**src/rtl/cmd_stream_assembler.sv**
```systemverilog
// cmd_stream_assembler: packs an 8-bit byte stream into N-byte words, buffers them in a FWFT FIFO and drives an AXI-Stream master (byte in, cmd_axis out, fifo level, timeout drop pulse)
module cmd_stream_assembler #(
  parameter int BYTES_PER_WORD = 4,
  parameter bit BIG_ENDIAN = 1,
  parameter int FIFO_DEPTH = 4,
  parameter int TIMEOUT_CYCLES = 0,
  localparam int W = 8*BYTES_PER_WORD,
  localparam int LW = $clog2(FIFO_DEPTH+1)
) (
  input  logic          clk,
  input  logic          reset_i,
  input  logic          byte_valid_i,
  output logic          byte_ready_o,
  input  logic [7:0]    byte_data_i,
  output logic          cmd_axis_tvalid_o,
  input  logic          cmd_axis_tready_i,
  output logic [W-1:0]  cmd_axis_tdata_o,
  output logic [LW-1:0] fifo_level_o,
  output logic          timeout_drop_o
);
  localparam int IW = BYTES_PER_WORD > 1 ? $clog2(BYTES_PER_WORD) : 1;
  localparam int PW = FIFO_DEPTH > 1 ? $clog2(FIFO_DEPTH) : 1;
  localparam int TW = TIMEOUT_CYCLES > 0 ? $clog2(TIMEOUT_CYCLES+1) : 1;
  localparam logic [IW-1:0] LAST = IW'(BYTES_PER_WORD-1);
  localparam logic [PW-1:0] PLAST = PW'(FIFO_DEPTH-1);
  localparam logic [LW-1:0] FULL = LW'(FIFO_DEPTH);
  localparam logic [TW-1:0] TLAST = TW'(TIMEOUT_CYCLES > 0 ? TIMEOUT_CYCLES-1 : 0);
  logic [IW-1:0] idx;
  logic [IW-1:0] lane;
  logic [TW-1:0] cnt;
  logic [W-1:0]  word;
  logic [W-1:0]  word_next;
  logic [W-1:0]  mem [FIFO_DEPTH];
  logic [PW-1:0] wr_ptr;
  logic [PW-1:0] rd_ptr;
  logic          accept;
  logic          push;
  logic          pop;
  logic          expire;
  assign byte_ready_o = !reset_i && !(idx == LAST && fifo_level_o == FULL);
  assign accept = byte_valid_i && byte_ready_o;
  assign push = accept && idx == LAST;
  assign pop = cmd_axis_tvalid_o && cmd_axis_tready_i;
  assign expire = TIMEOUT_CYCLES > 0 && idx != '0 && !accept && cnt == TLAST;
  assign cmd_axis_tvalid_o = fifo_level_o != '0;
  assign cmd_axis_tdata_o = cmd_axis_tvalid_o ? mem[rd_ptr] : '0;
  assign lane = BIG_ENDIAN ? LAST - idx : idx;
  always_comb begin
    word_next = word;
    word_next[8*lane +: 8] = byte_data_i;
  end
  always_ff @(posedge clk) begin
    if (reset_i) begin
      idx <= '0;
      cnt <= '0;
      word <= '0;
      wr_ptr <= '0;
      rd_ptr <= '0;
      fifo_level_o <= '0;
      timeout_drop_o <= 1'b0;
    end else begin
      idx <= expire ? '0 : accept ? (idx == LAST ? '0 : idx + IW'(1)) : idx;
      cnt <= (accept || expire || idx == '0 || TIMEOUT_CYCLES == 0) ? '0 : cnt + TW'(1);
      word <= accept ? word_next : word;
      timeout_drop_o <= expire;
      wr_ptr <= push ? (wr_ptr == PLAST ? '0 : wr_ptr + PW'(1)) : wr_ptr;
      rd_ptr <= pop ? (rd_ptr == PLAST ? '0 : rd_ptr + PW'(1)) : rd_ptr;
      fifo_level_o <= fifo_level_o + LW'(push) - LW'(pop);
    end
  end
  always_ff @(posedge clk) begin
    if (push) mem[wr_ptr] <= word_next;
  end
endmodule

```
**config.mk**
```make
export PLATFORM = sky130hd
export DESIGN_NAME = cmd_stream_assembler
export DESIGN_NICKNAME = d
export VERILOG_FILES = /design/src/rtl/cmd_stream_assembler.sv
export SDC_FILE = /design/constraint.sdc
export NUM_CORES = 1
export LEC_CHECK = 0
export ABC_AREA = 1
export CORE_MARGIN = 5
export CORE_UTILIZATION = 43
export CTS_CLUSTER_DIAMETER = 100
export DETAILED_ROUTE_END_ITERATION = 7
export GPL_ROUTABILITY_DRIVEN = 0
export SLEW_MARGIN = 20
export SYNTH_ARGS = -nofsm -noshare
export SYNTH_HDL_FRONTEND = slang
export SYNTH_SLANG_ARGS = --single-unit
export TNS_END_PERCENT = 50
```
**constraint.sdc**
```tcl
create_clock -name clk -period 4.1 [get_ports clk]
set_clock_uncertainty 0.05 [all_clocks]
set_input_delay 0.82 -clock clk [delete_from_list [all_inputs] [get_ports clk]]
set_output_delay 0.82 -clock clk [all_outputs]
set_load 0.01 [all_outputs]
```
==> results.json <==
{
  "vdd_drop_max_mv": 0.420,
  "synth_top_family_by_area": "simple AND/OR/NAND/NOR gates",
  "slew_headroom": 0.531,
  "cts_buffers": 17,
  "first_global_vias": 4951,
  "path_clk_slew_ns": 0.06,
  "hp-start": "word[25]",
  "crit_fanout": 33,
  "wl_per_cell_um": 15.5,
  "yosysWarnings": 0,
  "synth_nets": 763,
  "synth-seq-area-share": 0.648,
  "io_pins": 50,
  "worstReg2RegStart": "idx[0]",
  "drt_wl_total_um": 15700,
  "die_w_um": 140,
  "internal_power_uw": 3620,
  "antenna_cells": 0,
  "tritoncts": "built",
  "port_buffers": 48,
  "maxCapViolCount": 0,
  "worstSkewPairLatency_ns": 0.42,
  "ys_types": 26,
  "swShare": 0.303,
  "setup_ws_ns": 0.705,
  "dp_slack_ns": 1.07,
  "fin_setup_tns_ns": 0,
  "postCtsSetupBuffers": 0,
  "worstPathArrival_ns": 2.52,
  "first_pass_iters": 5,
  "vias_per_cell": 4.99,
  "nets": 802,
  "hold_class": "reg2reg",
  "layout_commonest_cell": "nor2_1",
  "drc": 0,
  "dieArea_mm2": 0.0196,
  "clockRootBuffer": "clkbuf_16",
  "clockBufferDepth": 2,
  "seqPwrFrac": 0.379,
  "cts_resized": 0,
  "syn_inst": 739,
  "core_mm2": 0.0166,
  "power_frac_clock": 0.320,
  "seqCellArea_mm2": 0.00471,
  "min_period_over_period": 0.828,
  "required_ns": 3.23,
  "status": "finished clean",
  "ys_ff_latch": 171,
  "synth.area.mux_share": 0,
  "multiInputGateArea_mm2": 0.00215,
  "holdBufCountCts": 0,
  "num_rows": 47,
  "synthAdderAreaFrac": 0.0217,
  "switchingPower_uw": 1570,
  "hold_viol_final": 0,
  "grt_max_degree": 69,
  "synth.area.top_cells": "edfxtp_1, dfxtp_1, nor2_1, o21ai_0, nand2_1",
  "overflow": 0,
  "synth_top_area_cell": "edfxtp_1",
  "grt_pass1_wl_um": 25600,
  "synth-compound-area-share": 0.0956,
  "synth.avg_cell_area_um2": 9.83,
  "max_slew.worst_pin.slew_ns": 0.704,
  "hpwlAfterDp_um": 9310,
  "via_count": 5045,
  "ant_nets": 0,
  "startpoint_type": "register",
  "nFillCells": 1478,
  "setup.worst_path.end_class": "output pin",
  "grt_use_total": 0.166,
  "final_area_mm2": 0.00853,
  "ff2ff_path_depth": 8,
  "critPathKind": "reg2out",
  "synth_top_area_frac": 0.529,
  "die_y_um": 140,
  "mostFrequentLayoutCells": "nor2_1, edfxtp_1, nand2_1, o21ai_0, inv_1",
  "pwr-share-comb": 0.301,
  "rsz0062_at_grt": "no",
  "start_util": 0.438,
  "antenna_found_initial": 0,
  "period_needed_ns": 3.39,
  "holdPathStages": 4,
  "power_leakage_uw": 0.00325,
  "final_layout_size_suffix_gt1_frac": 0.0670,
  "max_freq_ghz": 0.295,
  "place_area_mm2": 0.00791,
  "netlist_area_mm2": 0.00726,
  "cts_num_sinks": 171,
  "area_growth_pct": 17.4,
  "synth_xor_area_frac": 0.00121,
  "setup_viol": 0,
  "htree_levels": 4,
  "drt_iter0_drc": 355,
  "synthSimpleGateAreaFrac": 0.175,
  "power_density_mw_per_mm2": 608,
  "maxSlewViolCount": 0
}
==> power by group through the flow <==
stage	sequential [uW]	combinational (uW)	clock (uW)
final	1970	1560	1660
after global routing	1970	1740	1760
after CTS	1970	1600	1690
after detailed placement	2000	1590	0
after global placement	2000	1570	0
after floorplan	2000	871	0
==> sequential cells by signal, summed over array words and instances, names as in the netlist, named ones only <==
name	count
wr_ptr	2
idx	2
fifo_level_o	3
word	32
rd_ptr	2
mem	128
==> critical path, cell delays in order, from the launching register on <==
cell and delay [ns]:
dfxtp_1 0.30, buf_4 0.41, inv_1 0.09, buf_4 0.29
nor2_1 0.14, o21ai_0 0.08, a21oi_1 0.21, clkdlybuf4s50_1 0.58
==> synth_stat cells <==
cell	instances
a21oi_1	33
a31oi_1	1
buf_1	3
buf_2	19
buf_4	5
buf_6	3
clkbuf_1	9
clkbuf_2	1
clkinv_1	2
conb_1	1
dfxtp_1	43
edfxtp_1	128
fa_1	1
ha_1	11
inv_1	51
inv_2	2
nand2_1	91
nand3_1	19
nand3_2	2
nand4_2	1
nor2_1	211
nor2_4	1
o21ai_0	72
o21ai_1	10
o22ai_1	18
xnor2_1	1
==> per-layer routing <==
metal	track usage	wire, um
met1	0.215	7100
met2	0.277	7710
met3	0.0341	619
met4	0.0592	244
met5	0	0
==> logic make-up (layout without fill, tap and decap cells) <==
| group | count (synthesis) | after routing |
|---|---|---|
| fa+ha+maj | 12 | 12 |
| compound gates | 134 | 134 |
| other cells | 1 | 1 |
| buf+inv | 95 | 147 |
| xor+xnor | 1 | 1 |
| flops | 171 | 171 |
| simple gates | 325 | 325 |
==> cell type report <==
class | count | area share
sequential | 171 | 0.552
multi-input combinational | 473 | 0.252
timing repair buffer | 60 | 0.0669
clock buffer | 23 | 0.0572
tap | 220 | 0.0323
inverter | 55 | 0.0242
clock inverter | 9 | 0.0160
==> worst paths after layout <==
kind | endpoint | slack, ns
max | cmd_axis_tdata_o[12] | 0.71
min | word[25] | 0.47
max reg2reg | fifo_level_o[2] | 1.37
min reg2reg | word[25] | 0.47
==> metrics by stage <==
step	instances	hold slack, ns	utilization	power [uW]
2_1_floorplan	739	0.431	-	2870
3_3_place_gp	979	0.446	0.477	3570
3_5_place_dp	979	0.460	0.477	3590
4_1_cts	1011	0.471	0.514	5260
5_1_grt	1011	0.509	0.514	5470
6_report	1011	0.468	0.514	5190
Power figures use the tool's default switching activity.
